### src/rtl/voxel_score_mac_pkg.sv
// Shared constants, enums and the saturating accumulate helper for the
// voxel-bin gesture scoring path.
`timescale 1ns/1ps
package voxel_pkg;

    localparam int NUM_CLASSES   = 4;
    localparam int GRID_SIZE     = 16;
    localparam int NUM_BINS      = 4;
    localparam int CELLS_PER_BIN = GRID_SIZE * GRID_SIZE;
    localparam int NUM_CELLS     = NUM_BINS * CELLS_PER_BIN;
    localparam int VOXEL_BITS    = 8;
    localparam int WEIGHT_BITS   = 8;
    localparam int ACC_BITS      = 24;
    localparam int PROD_BITS     = VOXEL_BITS + WEIGHT_BITS + 1;
    localparam int ADDR_BITS     = $clog2(NUM_CELLS);
    localparam int CLS_BITS      = $clog2(NUM_CLASSES);

    localparam logic signed [ACC_BITS-1:0] ACC_MAX = {1'b0, {(ACC_BITS-1){1'b1}}};
    localparam logic signed [ACC_BITS-1:0] ACC_MIN = {1'b1, {(ACC_BITS-1){1'b0}}};

    typedef enum logic [CLS_BITS-1:0] {
        CLS_UP    = 2'd0,
        CLS_DOWN  = 2'd1,
        CLS_LEFT  = 2'd2,
        CLS_RIGHT = 2'd3
    } class_idx_t;

    typedef enum logic [2:0] {
        IDLE   = 3'd0,
        SCAN   = 3'd1,
        DRAIN  = 3'd2,
        ARGMAX = 3'd3,
        DONE   = 3'd4
    } mac_state_t;

    // Adds a signed product term to a signed accumulator one bit wider than
    // the accumulator, then clamps to the accumulator range. Not sticky: a
    // clamped value can move back inside the range on later terms.
    function automatic logic signed [ACC_BITS-1:0] sat_add(
        input logic signed [ACC_BITS-1:0]  acc,
        input logic signed [PROD_BITS-1:0] term
    );
        logic [ACC_BITS:0] sum;
        sum = {acc[ACC_BITS-1], acc} + {{(ACC_BITS+1-PROD_BITS){term[PROD_BITS-1]}}, term};
        if (sum[ACC_BITS] != sum[ACC_BITS-1]) begin
            sat_add = sum[ACC_BITS] ? ACC_MIN : ACC_MAX;
        end else begin
            sat_add = sum[ACC_BITS-1:0];
        end
    endfunction

endpackage

### src/rtl/voxel_score_mac_if.sv
// Bus between the scoring MAC, the voxel memory / weight ROMs and the
// gesture output logic.
//
// Handshake: start is a one-cycle request honoured only while busy is low;
// busy stays high from the cycle after an accepted start until the scan
// completes. cell_addr is the shared read address; voxel_data and
// weight_data must carry the contents of that address exactly one cycle
// later. result_valid is a one-cycle pulse with no back-pressure: the
// consumer must take result_class/result_score in that cycle, while scores
// stays stable until the next accepted start.
`timescale 1ns/1ps
interface voxel_score_mac_if;
    import voxel_pkg::*;

    logic                                start;
    logic                                busy;
    logic [ADDR_BITS-1:0]                cell_addr;
    logic [VOXEL_BITS-1:0]               voxel_data;
    logic [NUM_CLASSES*WEIGHT_BITS-1:0]  weight_data;
    logic                                result_valid;
    logic [CLS_BITS-1:0]                 result_class;
    logic [ACC_BITS-1:0]                 result_score;
    logic [NUM_CLASSES*ACC_BITS-1:0]     scores;
    mac_state_t                          fsm_state;

    modport slave (
        input  start, voxel_data, weight_data,
        output busy, cell_addr, result_valid, result_class, result_score,
               scores, fsm_state
    );

    modport master (
        output start, voxel_data, weight_data,
        input  busy, cell_addr, result_valid, result_class, result_score,
               scores, fsm_state
    );

endinterface

### src/rtl/voxel_score_mac_score_lane.sv
// One class lane: unsigned voxel times signed weight, accumulated with
// saturation. Cleared at the start of every scan.
`timescale 1ns/1ps
module score_lane
    import voxel_pkg::*;
(
    input  logic                          clk,
    input  logic                          rst,
    input  logic                          clear,
    input  logic                          en,
    input  logic [VOXEL_BITS-1:0]         voxel,
    input  logic signed [WEIGHT_BITS-1:0] weight,
    output logic signed [ACC_BITS-1:0]    acc
);

    logic signed [PROD_BITS-1:0] voxel_ext;
    logic signed [PROD_BITS-1:0] weight_ext;
    logic signed [PROD_BITS-1:0] prod;

    // The true product always fits PROD_BITS, so a PROD_BITS-wide multiply
    // of the extended operands is exact.
    assign voxel_ext  = {{(PROD_BITS-VOXEL_BITS){1'b0}}, voxel};
    assign weight_ext = {{(PROD_BITS-WEIGHT_BITS){weight[WEIGHT_BITS-1]}}, weight};
    assign prod       = voxel_ext * weight_ext;

    // Saturating accumulator with synchronous clear.
    always_ff @(posedge clk) begin
        if (rst || clear) begin
            acc <= '0;
        end else if (en) begin
            acc <= sat_add(acc, prod);
        end
    end

endmodule

### src/rtl/voxel_score_mac.sv
// Scans every voxel cell once, accumulates per-class voxel.weight dot
// products in parallel lanes, then picks the best class sequentially.
`timescale 1ns/1ps
module voxel_score_mac
    import voxel_pkg::*;
(
    input logic             clk,
    input logic             rst,
    voxel_score_mac_if.slave bus
);

    mac_state_t                      state;
    logic                            busy_q;
    logic [ADDR_BITS-1:0]            addr_q;
    logic                            data_valid;
    logic [CLS_BITS-1:0]             arg_idx;
    class_idx_t                      best_idx;
    logic signed [ACC_BITS-1:0]      best_score;
    logic                            result_valid_q;
    logic [CLS_BITS-1:0]             result_class_q;
    logic [ACC_BITS-1:0]             result_score_q;
    logic [NUM_CLASSES*ACC_BITS-1:0] scores_q;

    logic                            lane_clear;
    logic signed [ACC_BITS-1:0]      lane_acc [NUM_CLASSES];
    logic [NUM_CLASSES*ACC_BITS-1:0] scores_flat;

    logic signed [ACC_BITS-1:0]      cand;
    logic                            take;
    class_idx_t                      next_best_idx;
    logic signed [ACC_BITS-1:0]      next_best_score;

    assign lane_clear = (state == IDLE) && bus.start;

    // data_valid marks cycles where voxel/weight data belong to an address
    // issued during SCAN; it drives all lanes at once.
    for (genvar k = 0; k < NUM_CLASSES; k++) begin : g_lane
        score_lane u_lane (
            .clk    (clk),
            .rst    (rst),
            .clear  (lane_clear),
            .en     (data_valid),
            .voxel  (bus.voxel_data),
            .weight (bus.weight_data[k*WEIGHT_BITS +: WEIGHT_BITS]),
            .acc    (lane_acc[k])
        );
    end

    // Pack lane accumulators for the scores snapshot.
    always_comb begin
        scores_flat = '0;
        for (int k = 0; k < NUM_CLASSES; k++) begin
            scores_flat[k*ACC_BITS +: ACC_BITS] = lane_acc[k];
        end
    end

    // One argmax step: class 0 seeds best, later classes win only when
    // strictly greater so ties stay with the lowest index.
    always_comb begin
        cand            = lane_acc[arg_idx];
        take            = (arg_idx == '0) || (cand > best_score);
        next_best_idx   = take ? class_idx_t'(arg_idx) : best_idx;
        next_best_score = take ? cand : best_score;
    end

    // Main sequencer: address counter, drain, argmax walk and result capture.
    // Results are captured on the transition into DONE so they are already
    // valid while result_valid is high.
    always_ff @(posedge clk) begin
        if (rst) begin
            state          <= IDLE;
            busy_q         <= 1'b0;
            addr_q         <= '0;
            data_valid     <= 1'b0;
            arg_idx        <= '0;
            best_idx       <= CLS_UP;
            best_score     <= '0;
            result_valid_q <= 1'b0;
            result_class_q <= '0;
            result_score_q <= '0;
            scores_q       <= '0;
        end else begin
            result_valid_q <= 1'b0;
            data_valid     <= (state == SCAN);
            case (state)
                IDLE: begin
                    if (bus.start) begin
                        addr_q <= '0;
                        busy_q <= 1'b1;
                        state  <= SCAN;
                    end
                end
                SCAN: begin
                    if (addr_q == ADDR_BITS'(NUM_CELLS - 1)) begin
                        state <= DRAIN;
                    end else begin
                        addr_q <= addr_q + 1'b1;
                    end
                end
                DRAIN: begin
                    arg_idx <= '0;
                    state   <= ARGMAX;
                end
                ARGMAX: begin
                    best_idx   <= next_best_idx;
                    best_score <= next_best_score;
                    if (arg_idx == CLS_BITS'(NUM_CLASSES - 1)) begin
                        result_valid_q <= 1'b1;
                        result_class_q <= next_best_idx;
                        result_score_q <= next_best_score;
                        scores_q       <= scores_flat;
                        state          <= DONE;
                    end else begin
                        arg_idx <= arg_idx + 1'b1;
                    end
                end
                DONE: begin
                    busy_q <= 1'b0;
                    state  <= IDLE;
                end
                default: begin
                    busy_q <= 1'b0;
                    state  <= IDLE;
                end
            endcase
        end
    end

    assign bus.busy         = busy_q;
    assign bus.cell_addr    = addr_q;
    assign bus.result_valid = result_valid_q;
    assign bus.result_class = result_class_q;
    assign bus.result_score = result_score_q;
    assign bus.scores       = scores_q;
    assign bus.fsm_state    = state;

endmodule

### src/flat_wrapper.sv
// flat-port wrapper written by rule: the top's interface ports become plain ports
module voxel_score_mac_flat import voxel_pkg::*;
  (clk, rst, bus_start, bus_voxel_data, bus_weight_data, bus_busy, bus_cell_addr, bus_result_valid, bus_result_class, bus_result_score, bus_scores, bus_fsm_state);
  voxel_score_mac_if bus_i ();
  input logic clk;
  input logic rst;
  input wire logic [$bits(bus_i.start)-1:0] bus_start;
  input wire logic [$bits(bus_i.voxel_data)-1:0] bus_voxel_data;
  input wire logic [$bits(bus_i.weight_data)-1:0] bus_weight_data;
  output wire logic [$bits(bus_i.busy)-1:0] bus_busy;
  output wire logic [$bits(bus_i.cell_addr)-1:0] bus_cell_addr;
  output wire logic [$bits(bus_i.result_valid)-1:0] bus_result_valid;
  output wire logic [$bits(bus_i.result_class)-1:0] bus_result_class;
  output wire logic [$bits(bus_i.result_score)-1:0] bus_result_score;
  output wire logic [$bits(bus_i.scores)-1:0] bus_scores;
  output wire logic [$bits(bus_i.fsm_state)-1:0] bus_fsm_state;
  assign bus_i.start = bus_start;
  assign bus_i.voxel_data = bus_voxel_data;
  assign bus_i.weight_data = bus_weight_data;
  assign bus_busy = bus_i.busy;
  assign bus_cell_addr = bus_i.cell_addr;
  assign bus_result_valid = bus_i.result_valid;
  assign bus_result_class = bus_i.result_class;
  assign bus_result_score = bus_i.result_score;
  assign bus_scores = bus_i.scores;
  assign bus_fsm_state = bus_i.fsm_state;
  voxel_score_mac u_core (.clk(clk), .rst(rst), .bus(bus_i));
endmodule
### config.mk
export PLATFORM = sky130hd
export DESIGN_NAME = voxel_score_mac_flat
export DESIGN_NICKNAME = d
export VERILOG_FILES = /design/src/rtl/voxel_score_mac_pkg.sv /design/src/rtl/voxel_score_mac_if.sv /design/src/rtl/voxel_score_mac_score_lane.sv /design/src/rtl/voxel_score_mac.sv /design/src/flat_wrapper.sv
export SDC_FILE = /design/constraint.sdc
export NUM_CORES = 1
export LEC_CHECK = 0
export BUFFER_PORTS_ARGS = -buffer_cell sky130_fd_sc_hd__buf_2
export CAP_MARGIN = 40
export CORE_MARGIN = 4
export CORE_UTILIZATION = 55
export CTS_CLUSTER_DIAMETER = 80
export CTS_CLUSTER_SIZE = 25
export DETAILED_ROUTE_END_ITERATION = 7
export GPL_TIMING_DRIVEN = 0
export PLACE_DENSITY = 0.74
export SLEW_MARGIN = 20
export SYNTH_ARGS = -nofsm -noshare
export SYNTH_HDL_FRONTEND = slang
export SYNTH_SLANG_ARGS = --single-unit
### constraint.sdc
create_clock -name clk -period 10.2 [get_ports clk]
set_clock_uncertainty 0.15 [all_clocks]
set_input_delay 2.04 -clock clk [delete_from_list [all_inputs] [get_ports clk]]
set_output_delay 2.04 -clock clk [all_outputs]
set_load 0.03 [all_outputs]
==> summary.txt <==
Status
  • Status: completed

Cells and area
  • Area grow syn2layout: 9.19%
  • Fin util: approximately three fifths
  • Share of cells above drive strength 1: 8.49%
  • Commonest non-fill, non-tap cells in the layout: 426 x nand2_1, 339 x ha_1, 332 x inv_1, 262 x dfxtp_1, 261 x a21oi_1
  • Filler instances: between 3,000 and 4,000
  • Most common cell after layout, fill and taps aside: nand2_1
  • Final net count: 3,601

Clock network
  • Skew-Pair Late Insertion Delay: 0.52 ns
  • CTS tree: done
  • CTS Buf Count: 16
  • Reg clk slew, reported paths: 0.10 ns
  • Post-CTS resize count: 0
  • Max Root-Sink Buffers: 3
  • Hold Buf Count CTS: 0
  • Number of setup buffers added after CTS: 0
  • Root buf cell: clkbuf_16
  • Number of H-tree levels: 1
  • CTS sink count: 262

Power and ir drop
  • Maximum VDD drop: ~0.25 mV
  • LEAKAGE: between 10 and 15 nW
  • Pwr per Cell Area: between 150 and 200 nW/µm²

Global routing
  • M2 GR Usage: 52.2%
  • Initial antenna violation count: 5
  • Largest net degree at the start of global routing: 26
  • GRT met3 Usage: 5.81%
  • First-pass GRT wire length: 120,000 µm
  • Total grt overflow: 0
  • Total track usage: 32.3%
  • Vias in the first global route: 21,318
  • Met1 GRT Util: a little over two fifths
  • GRT Max-Usage Layer: met2

Timing
  • Relative slew slack: 40.0%
  • Fmax achieved: roughly 110 MHz
  • Final period util: 87.7%
  • Setup TNS: 0 ns
  • Crit path time final: 8.95 ns
  • Final worst slack: 1.25 ns
  • Count of final setup violators: 0
  • RSZ-0062 raised after global routing: no
  • Slew Viols, Final: 0
  • Final hold viol count: 0
  • Worst slew pin tran: about 0.9 ns

Die
  • Die height: ~220 µm
  • Rows: 76
  • Initial Utilization: 56.1%
  • Core Region: 43,400 µm²
  • Die Width: 218 µm
  • IO Count: 180
  • Die ar.: 47,700 µm²

Critical path
  • Slowest-stage cell, CP: clkbuf_1
  • Worst-case reg-to-reg path depth: 20
  • Delay of the slowest cell on the worst path: 0.67 ns
  • Critical Path AT: 9.18 ns
  • Crit path max fanout: 10
  • Worst Path Required: 10.43 ns
  • Worst setup EP type: register
  • CP dominant cell by count: fa_1
  • RR Endpoint: u_core.g_lane[2].u_lane.acc[14]
  • R2R Path Start: u_core.g_lane[2].u_lane.acc[6]
  • Cell-by-cell trace of the critical path: buf_2 > clkbuf_1 > clkbuf_1 > nand2_1 > fa_1 > inv_1 > fa_1 > fa_1 > fa_1 > fa_1 > ha_1 > o21a_1 > o31a_1 > or3_1 > a21oi_2 > o21ai_1 > a221o_1 > o221ai_4 > xor2_2 > maj3_1 > a21oi_1
  • Worst Setup Start Kind: input port
  • Crit path kind: in2reg
  • R2R Setup Slk: around 3.5 ns

Routing
  • Drt total wl: 77,100 µm
  • Residual DRC count: 0
  • Drt pass-1 iters: 6
  • First DRT Iteration DRCs: 1,921
  • Vias/cell: ~5.9
  • Antenna Nets Post-Route: 0
  • Vias: 21,180
  • WL per Instance: between 20 and 25 µm

Synth
  • Cell count after synthesis: 2,810
  • Number of synthesized flops with an enable pin: 0
  • Post-synthesis cell type count: 71
  • Mapped Area: approximately 24,000 µm²
  • Register area share after synthesis: 21.6%
  • Async set-reset flop share out of synthesis: 0%
  • Synth Warn #: 0
  • Synthesized area per cell: slightly below 9 µm²
  • Syn nets: 3,401
  • Ys flop type: dfxtp_1
  • Synthesized flop and latch total: 262

Placed design
  • Port-buffer cells: 170
  • Dpl ws: 0.769 ns
  • Final Wtd Congestion: 0.969
  • DP Wirelength: 63,100 µm

Worst hold path
  • Worst Hold Path EP: u_core.bus.scores[88]
  • Hold_sp: u_core.bus.scores[88]
  • HP Class: reg2reg
  • Hold path depth: 2

Flow run
  • Max-Cap Viols: 0
==> Yosys cell counts (45+ instances only) <==
master | n | share of area, %
clkbuf_1 | 115 | 1.8
fa_1 | 209 | 17
xnor2_1 | 46 | 1.7
a21oi_1 | 262 | 5.4
and2_1 | 123 | 3.2
o21ai_0 | 111 | 2.3
ha_1 | 339 | 17
dfxtp_1 | 262 | 22
inv_1 | 332 | 5.1
nand2_1 | 426 | 6.6
a211oi_1 | 45 | 1.4
nor2_1 | 131 | 2.0
==> metrics by stage <==
step,hold slack [ns],power [W],cell area (µm²),cells
floorplan,0.287,0.00288,24300,2810
global placement,0.290,0.00338,25900,3565
detailed placement,0.293,0.00345,26000,3572
CTS,0.307,0.00416,26500,3596
global route,0.328,0.00453,26600,3602
finish,0.307,0.00417,26600,3604
==> power breakdown <==
group          leakage (nW)  internal, W  switching [W]
combinational          10.1      0.00102        0.00132
sequential             2.12      0.00105      0.0000762
clock                 0.247     0.000317       0.000390
total                  12.4      0.00238        0.00179
==> final cells by class <==
type,count,area [µm²],area share [%]
Multi-Input combinational cell,2082,17300,65.2
Clock inverter,6,75.1,0.283
Tap cell,585,732,2.75
Buffer,134,517,1.94
Timing Repair Buffer,182,990,3.72
Inverter,332,1250,4.69
Sequential cell,262,5250,19.7
Antenna cell,3,7.51,0.0283
Clock buffer,18,429,1.62
==> kinds of logic after synthesis <==
kind of cell / Yosys count / synth area share, %
adder cells (fa/ha/maj): 584 / 36.1
buffers and inverters: 466 / 7.24
AO/OA/AOI/OAI: 581 / 14.4
multiplexers: 55 / 3.51
AND/OR/NAND/NOR: 782 / 14.3
flip-flops: 262 / 21.6
XOR/XNOR: 80 / 2.91
==> worst max path at each step <==
| stage | startpoint | endpoint | cells after the start |
|---|---|---|---|
| floorplan | bus_voxel_data[7] | u_core.g_lane[1].u_lane.acc[15] | 21 |
| global route | bus_voxel_data[7] | u_core.g_lane[1].u_lane.acc[15] | 22 |
| CTS | bus_voxel_data[7] | u_core.g_lane[2].u_lane.acc[14] | 21 |
| global placement | bus_voxel_data[7] | u_core.g_lane[2].u_lane.acc[18] | 21 |
| finish | bus_voxel_data[7] | u_core.g_lane[1].u_lane.acc[5] | 21 |
| detailed placement | bus_voxel_data[7] | u_core.g_lane[1].u_lane.acc[5] | 21 |
==> worst max-delay path: cells and delay by family <==
kind / cells / cell delay (ns)
compound gates: 7 / 1.41
xor+xnor: 1 / 0.56
fa+ha+maj: 7 / 3.16
buf+inv: 4 / 1.48
simple gates: 2 / 0.53
==> sequential cells by signal, summed over array words and instances (netlist names) <==
| register | flops |
|---|---|
| u_core.bus.scores | 96 |
| u_core.g_lane.u_lane.acc | 96 |
| u_core.best_score | 24 |
| u_core.bus.result_score | 24 |
| u_core.bus.cell_addr | 10 |
| u_core.bus.fsm_state | 3 |
| u_core.arg_idx | 2 |
| u_core.best_idx | 2 |
| u_core.bus.result_class | 2 |
| u_core.bus.busy | 1 |
| u_core.bus.result_valid | 1 |
| u_core.data_valid | 1 |
==> per-layer routing <==
| layer | up-vias | wire length, µm |
|---|---|---|
| li1 | 9751 | - |
| met1 | 10256 | 31000 |
| met2 | 924 | 34600 |
| met3 | 243 | 7220 |
| met4 | 6 | 4220 |
| met5 | - | 47 |
(Power assumes the default switching activity.)
